==> config.mk <==
export PLATFORM = sky130hd
export DESIGN_NAME = knn_seq
export DESIGN_NICKNAME = d
export VERILOG_FILES = /design/src/rtl/knn_seq.sv
export SDC_FILE = /design/constraint.sdc
export NUM_CORES = 2
export LEC_CHECK = 0
export CAP_MARGIN = 40
export CORE_MARGIN = 2
export CORE_UTILIZATION = 35
export CTS_CLUSTER_DIAMETER = 60
export DETAILED_ROUTE_END_ITERATION = 8
export SLEW_MARGIN = 5
export SYNTH_ARGS = -nofsm -noshare
export SYNTH_HDL_FRONTEND = slang
export SYNTH_SLANG_ARGS = --single-unit
export TNS_END_PERCENT = 30
==> constraint.sdc <==
create_clock -name clk -period 4.3 [get_ports clk]
set_input_delay 1.075 -clock clk [delete_from_list [all_inputs] [get_ports clk]]
set_output_delay 1.075 -clock clk [all_outputs]
set_load 0.01 [all_outputs]
==> src/rtl/knn_seq.sv <==
// knn_seq: sequencer for the KNN datapath (distance core + sorted neighbour list).
// Holds up to 2^ADDR_W labelled training points in an internal RAM. For each
// accepted test point it clears the list, streams every training point and its
// label to the datapath, waits for the last insert to settle, then presents the
// neighbour-label vector on a valid/ready result port.
// Optional build macro KNN_SEQ_PERF_EN adds a 32-bit per-run cycle counter
// (perf_cycles).
module knn_seq #(
  parameter int DATA_W      = 32,
  parameter int LABEL_W     = 8,
  parameter int N_NEIGHBOUR = 10,
  parameter int ADDR_W      = 6
) (
  input  logic                           clk,
  input  logic                           rst,
  input  logic [ADDR_W:0]                cfg_n_train,
  input  logic                           train_we,
  input  logic [ADDR_W-1:0]              train_addr,
  input  logic [DATA_W-1:0]              train_data,
  input  logic [LABEL_W-1:0]             train_label,
  input  logic                           test_valid,
  output logic                           test_ready,
  input  logic [DATA_W-1:0]              test_data,
  output logic [DATA_W-1:0]              dp_a,
  output logic [DATA_W-1:0]              dp_b,
  output logic [LABEL_W-1:0]             dp_label,
  output logic                           dp_valid,
  output logic                           dp_start,
  input  logic [LABEL_W*N_NEIGHBOUR-1:0] dp_info,
  output logic                           res_valid,
  input  logic                           res_ready,
  output logic [LABEL_W*N_NEIGHBOUR-1:0] res_info,
  output logic                           busy,
  output logic                           err
`ifdef KNN_SEQ_PERF_EN
  ,
  output logic [31:0]                    perf_cycles
`endif
);

  localparam int DEPTH = 1 << ADDR_W;
  // Full capacity expressed in the width of the point count.
  localparam logic [ADDR_W:0] CAPACITY = {1'b1, {ADDR_W{1'b0}}};

  typedef enum logic [2:0] {
    S_IDLE,
    S_CLEAR,
    S_RUN,
    S_FLUSH,
    S_DRAIN,
    S_DONE
  } state_t;

  state_t state;
  state_t next_state;

  // Label and point stored side by side so one read returns a full candidate.
  logic [LABEL_W+DATA_W-1:0] ram [DEPTH];

  logic [ADDR_W:0] n_q;      // points in this run, already clamped to capacity
  logic [ADDR_W:0] rd_addr;  // one bit wider than the RAM address: never wraps
  logic            accept;
  logic            last_addr;

  assign accept    = test_valid && (state == S_IDLE);
  assign last_addr = (rd_addr + (ADDR_W + 1)'(1)) == n_q;

  // State register.
  always_ff @(posedge clk) begin
    // NOTE: sequential state uses non-blocking assignments so every register
    // samples pre-edge values regardless of block ordering.
    if (rst) state <= S_IDLE;
    else     state <= next_state;
  end

  // Next-state decode and state-derived outputs.
  always_comb begin
    // NOTE: every output gets a default first so no path leaves it unassigned,
    // which would otherwise infer a latch.
    next_state = state;
    test_ready = 1'b0;
    dp_start   = 1'b0;
    res_valid  = 1'b0;
    busy       = 1'b1;
    case (state)
      S_IDLE: begin
        test_ready = 1'b1;
        busy       = 1'b0;
        if (accept) next_state = S_CLEAR;
      end
      S_CLEAR: begin
        dp_start   = 1'b1;
        next_state = (n_q == '0) ? S_DRAIN : S_RUN;
      end
      S_RUN:   if (last_addr) next_state = S_FLUSH;
      S_FLUSH: next_state = S_DRAIN;
      S_DRAIN: next_state = S_DONE;
      S_DONE: begin
        res_valid = 1'b1;
        if (res_ready) next_state = S_IDLE;
      end
      default: next_state = S_IDLE;
    endcase
  end

  // Training RAM write port; loading is only allowed while idle.
  always_ff @(posedge clk) begin
    // NOTE: the RAM has no reset; its contents survive rst and only the
    // control path around it is cleared.
    if (train_we && (state == S_IDLE)) ram[train_addr] <= {train_label, train_data};
  end

  // Datapath: test latch, read sequencing, candidate register, result capture, error flag.
  always_ff @(posedge clk) begin
    if (rst) begin
      dp_a     <= '0;
      dp_b     <= '0;
      dp_label <= '0;
      dp_valid <= 1'b0;
      res_info <= '0;
      n_q      <= '0;
      rd_addr  <= '0;
      err      <= 1'b0;
    end else begin
      // The synchronous RAM read lands directly in dp_b/dp_label, so the
      // candidate is valid exactly one cycle after each RUN read.
      dp_valid <= (state == S_RUN);

      if (accept) begin
        dp_a <= test_data;
        if (cfg_n_train > CAPACITY) begin
          n_q <= CAPACITY;
          err <= 1'b1;
        end else begin
          n_q <= cfg_n_train;
        end
      end

      if (train_we && (state != S_IDLE)) err <= 1'b1;

      case (state)
        S_CLEAR: rd_addr <= '0;
        S_RUN: begin
          {dp_label, dp_b} <= ram[rd_addr[ADDR_W-1:0]];
          rd_addr          <= rd_addr + (ADDR_W + 1)'(1);
        end
        S_DRAIN: res_info <= dp_info;
        default: ;
      endcase
    end
  end

`ifdef KNN_SEQ_PERF_EN
  // Per-run cycle counter: starts at 1 on accept, counts while working, frozen in DONE.
  always_ff @(posedge clk) begin
    if (rst) begin
      perf_cycles <= '0;
    end else if (accept) begin
      perf_cycles <= 32'd1;
    end else if ((state != S_IDLE) && (state != S_DONE) && (perf_cycles != '1)) begin
      perf_cycles <= perf_cycles + 32'd1;
    end
  end
`endif

endmodule
==> insert_results.sql <==
INSERT INTO impl_metrics (metric_group, metric, value, unit) VALUES
('status', 'outcome', 'finished, final reports clean', ''),
('flow_run', 'max-cap-violations', '0', ''),
('layout', 'final_net_count', '5448', ''),
('synth', 'synth_warnings', '0', ''),
('cts', 'worst_skew_pair.late_latency', '0.87', 'ns'),
('routing', 'number_of_search_and_repair_iterations_in_the_first_detailed_routing_pass', '5', ''),
('floorplanning', 'initial_utilization', '35.2', '%'),
('timing', 'grt_setup_unrepaired', 'false', ''),
('global_route', 'number_of_antenna_violations_at_the_first_check_in_global_routing', '34', ''),
('timing', 'whs', '0.452', 'ns'),
('layout', 'fillers', '25200', ''),
('place', 'numPortBuffers', '327', ''),
('synth', 'net_count_after_synthesis', '4838', ''),
('global_route', 'largest_net_degree_at_the_start_of_global_routing', '122', ''),
('cts', 'cts_inserted_buffers', '299', ''),
('cts', 'numClockSinks', '2731', ''),
('floorplanning', 'die_h', '548', 'um'),
('timing', 'fmax', '0.269', 'GHz'),
('critical_path', 'cpLargestDelayFamily', 'buffers and inverters', ''),
('critical_path', 'timing_worst_setup_path_type', 'reg2out', ''),
('floorplanning', 'fp.coreArea', '294000', 'um^2'),
('timing', 'slew_headroom', '28.2', '%'),
('timing', 'report.final.slew_viol_count', '0', ''),
('power_and_ir_drop', 'ir_drop', '345', 'uV'),
('critical_path', 'critical_path.max_fanout', '17', ''),
('cts', 'postCtsSetupRepairBufs', '0', ''),
('synth', 'synth-seq-area-share', '77.6', '%'),
('cts', 'cts_resized', '0', ''),
('global_route', 'grt_remaining_overflow', '0', ''),
('timing', 'period_minus_slack', '3.72', 'ns'),
('global_route', 'wire_length_of_the_first_global_routing_pass', '399000', 'um'),
('cts', 'clk_root_buffer_cell', 'sky130_fd_sc_hd__clkbuf_16', ''),
('global_route', 'grt_pass1_vias', '50900', ''),
('timing', 'final_hold_violations', '0', ''),
('synth', 'post_synth_instance_area', '103000', 'um^2'),
('synth', 'count_of_flip_flops_with_a_built_in_enable_after_synthesis', '2560', ''),
('routing', 'drc', '0', ''),
('critical_path', 'critical_path_arrival', '2.65', 'ns'),
('critical_path', 'slowest_delay', '0.59', 'ns'),
('global_route', 'groute.usage.overall', '18.7', '%'),
('cts', 'clock_tree_from_tritoncts', 'done', ''),
('layout', 'post_route_cells_drive_above_1_share', '28.6', '%'),
('place', 'hpwl', '183000', 'um'),
('timing', 'final-setup-viol-count', '0', ''),
('power_and_ir_drop', 'power_leakage', '37.1', 'nW'),
('synth', 'yosysUniqueCellTypes', '53', ''),
('cts', 'cts_max_path_buffers', '4', ''),
('timing', 'fin_worst_skew', '0.0690', 'ns'),
('routing', 'final_antenna_net_count', '0', ''),
('critical_path', 'timing.critical_path.to_type', 'output port', ''),
('critical_path', 'cp.buffers_inverters', '3', ''),
('floorplanning', 'boundaryPins', '328', ''),
('timing', 'tightestPinTransition', '1.08', 'ns'),
('synth', 'synth-seq-cells', '2731', ''),
('layout', 'area_growth_syn_to_layout', '19.3', '%'),
('synth', 'ys.flop_type', 'sky130_fd_sc_hd__edfxtp_1', ''),
('cts', 'htreeDepth', '5', ''),
('routing', 'wirelength_per_cell', '30.3', 'um'),
('power_and_ir_drop', 'power_density', '467', 'nW/um^2'),
('floorplanning', 'die_area', '300000', 'um^2'),
('routing', 'routed_wire_length', '286000', 'um'),
('synth', 'post-synth-top-area-cell', 'sky130_fd_sc_hd__edfxtp_1', ''),
('cts', 'cts.clk_slew.worst_paths', '0.06', 'ns'),
('floorplanning', 'floorplan.die.width', '548', 'um'),
('cts', 'post_cts_hold_buffer_count', '0', ''),
('hold_path', 'hold_removal_path_class', 'reg2reg', ''),
('critical_path', 'timing.critical_path.cells', 'buf_4, or3_1, inv_1, clkdlybuf4s50_1', ''),
('routing', 'drt-vias-per-instance', '5.39', ''),
('routing', 'dr.first_iter.drc_count', '6045', ''),
('place', 'placer_congestion', '0.879', ''),
('synth', 'ys_top_cells_by_area', 'sky130_fd_sc_hd__edfxtp_1, sky130_fd_sc_hd__mux4_2, sky130_fd_sc_hd__dfxtp_1', ''),
('critical_path', 'critical_path.startpoint_type', 'register', ''),
('synth', 'post_synth.cell_area_avg', '22.2', 'um^2'),
('floorplanning', 'placementRows', '199', ''),
('synth', 'synth_largest_type_area_fraction', '74.3', '%'),
('critical_path', 'critical_path_required', '3.22', 'ns'),
('timing', 'final.period_utilization', '86.6', '%'),
('synth', 'synthCells', '4667', ''),
('synth', 'async_flop_share', '0', '%'),
('routing', 'route.vias.total', '50900', ''),
('timing', 'setup_total_negative_slack', '0', 'ns'),
('critical_path', 'cp_max_stage_cell', 'sky130_fd_sc_hd__clkdlybuf4s50_1', '');
logic make-up after synthesis:
| logic type | after synthesis | synth area share [%] |
|---|---|---|
| AOI/OAI and AO/OA | 283 | 1.80 |
| adders and majority gates | 1 | 0.0121 |
| xor gates and xnor gates | 7 | 0.0593 |
| muxes | 877 | 17.2 |
| buffers and inverters | 271 | 1.26 |
| and+or+nand+nor | 497 | 2.04 |
| DFF | 2731 | 77.6 |
report_power, final:
| group | internal, mW | switching, mW |
|---|---|---|
| clock | 14.5 | 10.2 |
| combinational | 1.34 | 1.95 |
| sequential | 29.3 | 0.197 |
worst reg2reg max path, stage by stage, from the launching register on:
cell and delay, ns:
sky130_fd_sc_hd__dfxtp_4 0.60, sky130_fd_sc_hd__buf_4 0.28, sky130_fd_sc_hd__buf_12 0.28, sky130_fd_sc_hd__mux4_2 0.62
sky130_fd_sc_hd__mux4_2 0.58, sky130_fd_sc_hd__a22oi_1 0.85, sky130_fd_sc_hd__nand3_1 0.17
registers in the layout, summed over array words and instances, names as in the netlist:
name      count
rd_addr       7
dp_valid      1
n_q           7
dp_a         32
state         3
err           1
dp_b         32
ram        2560
dp_label      8
res_info     80
cell type report:
cell class | instances | area, um^2 | area share (%)
repair buffers | 574 | 6370 | 5.16
clock inverters | 152 | 1290 | 1.05
well taps | 3919 | 4900 | 3.97
inverters | 6 | 22.5 | 0.0182
flip-flops and latches | 2731 | 80300 | 65.0
diodes | 12 | 30.0 | 0.0243
multi-input cells | 1665 | 22400 | 18.1
clock buffers | 383 | 8160 | 6.61
worst paths after layout:
kind	cells past startpoint	from	slack (ns)	end
max	4	state[2]	0.58	test_ready
min	2	dp_a[14]	0.45	dp_a[14]
max reg2reg	6	rd_addr[0]	0.78	dp_b[31]
min reg2reg	2	dp_a[14]	0.45	dp_a[14]
stage by stage:
stage	utilization (%)	cell area, um^2	power [mW]	setup WS [ns]	cells
2_1_floorplan	-	103000	31.5	0.277	4667
6_report	42.0	123000	57.6	0.577	9442
4_1_cts	42.0	123000	58.2	0.551	9427
3_3_place_gp	38.6	114000	33.3	0.457	8876
5_1_grt	42.0	123000	59.3	0.485	9434
3_5_place_dp	38.7	114000	33.4	0.649	8892
Yosys cell counts, types with 41 or more instances:
| cell | n |
|---|---|
| sky130_fd_sc_hd__a21oi_1 | 136 |
| sky130_fd_sc_hd__a22oi_1 | 41 |
| sky130_fd_sc_hd__buf_2 | 72 |
| sky130_fd_sc_hd__clkbuf_1 | 136 |
| sky130_fd_sc_hd__dfxtp_1 | 171 |
| sky130_fd_sc_hd__edfxtp_1 | 2560 |
| sky130_fd_sc_hd__mux2_2 | 80 |
| sky130_fd_sc_hd__mux2i_1 | 84 |
| sky130_fd_sc_hd__mux4_2 | 713 |
| sky130_fd_sc_hd__nand2_1 | 260 |
| sky130_fd_sc_hd__nand3_1 | 43 |
| sky130_fd_sc_hd__nor2_1 | 124 |
layer usage:
| layer | global-route usage [%] | part of all wire [%] | vias up |
|---|---|---|---|
| met5 | 0 | 0.0094 | - |
| met4 | 7.12 | 4.1 | 4 |
| met3 | 3.15 | 7.2 | 419 |
| met2 | 30.3 | 48 | 2295 |
| met1 | 25.5 | 41 | 27400 |
| li1 | - | - | 20800 |
placed cells by master, fill, tap and decap left out, types with 7 or more instances in the layout:
| cell type | count |
|---|---|
| sky130_fd_sc_hd__inv_6 | 9 |
| sky130_fd_sc_hd__clkbuf_16 | 311 |
| sky130_fd_sc_hd__mux4_2 | 713 |
| sky130_fd_sc_hd__clkbuf_1 | 61 |
| sky130_fd_sc_hd__buf_12 | 98 |
| sky130_fd_sc_hd__nand2_1 | 258 |
| sky130_fd_sc_hd__a21oi_1 | 136 |
| sky130_fd_sc_hd__clkinv_1 | 65 |
| sky130_fd_sc_hd__a211oi_1 | 7 |
| sky130_fd_sc_hd__nand3_1 | 42 |
| sky130_fd_sc_hd__clkdlybuf4s50_1 | 286 |
| sky130_fd_sc_hd__buf_16 | 9 |
| sky130_fd_sc_hd__nor2_1 | 58 |
| sky130_fd_sc_hd__a221oi_1 | 35 |
| sky130_fd_sc_hd__buf_2 | 25 |
| sky130_fd_sc_hd__clkinvlp_4 | 7 |
| sky130_fd_sc_hd__clkinv_2 | 39 |
| sky130_fd_sc_hd__o21ai_0 | 8 |
| sky130_fd_sc_hd__mux2_2 | 80 |
| sky130_fd_sc_hd__edfxtp_1 | 2560 |
| sky130_fd_sc_hd__mux2i_1 | 84 |
| sky130_fd_sc_hd__a22oi_1 | 41 |
| sky130_fd_sc_hd__diode_2 | 12 |
| sky130_fd_sc_hd__a2bb2oi_1 | 33 |
| sky130_fd_sc_hd__nor3_1 | 10 |
| sky130_fd_sc_hd__nor2b_1 | 10 |
| sky130_fd_sc_hd__bufinv_16 | 18 |
| sky130_fd_sc_hd__clkbuf_8 | 11 |
| sky130_fd_sc_hd__nand3b_1 | 9 |
| sky130_fd_sc_hd__buf_4 | 156 |
| sky130_fd_sc_hd__nor2_4 | 67 |
| sky130_fd_sc_hd__dfxtp_1 | 167 |
Power figures use the tool's default switching activity.
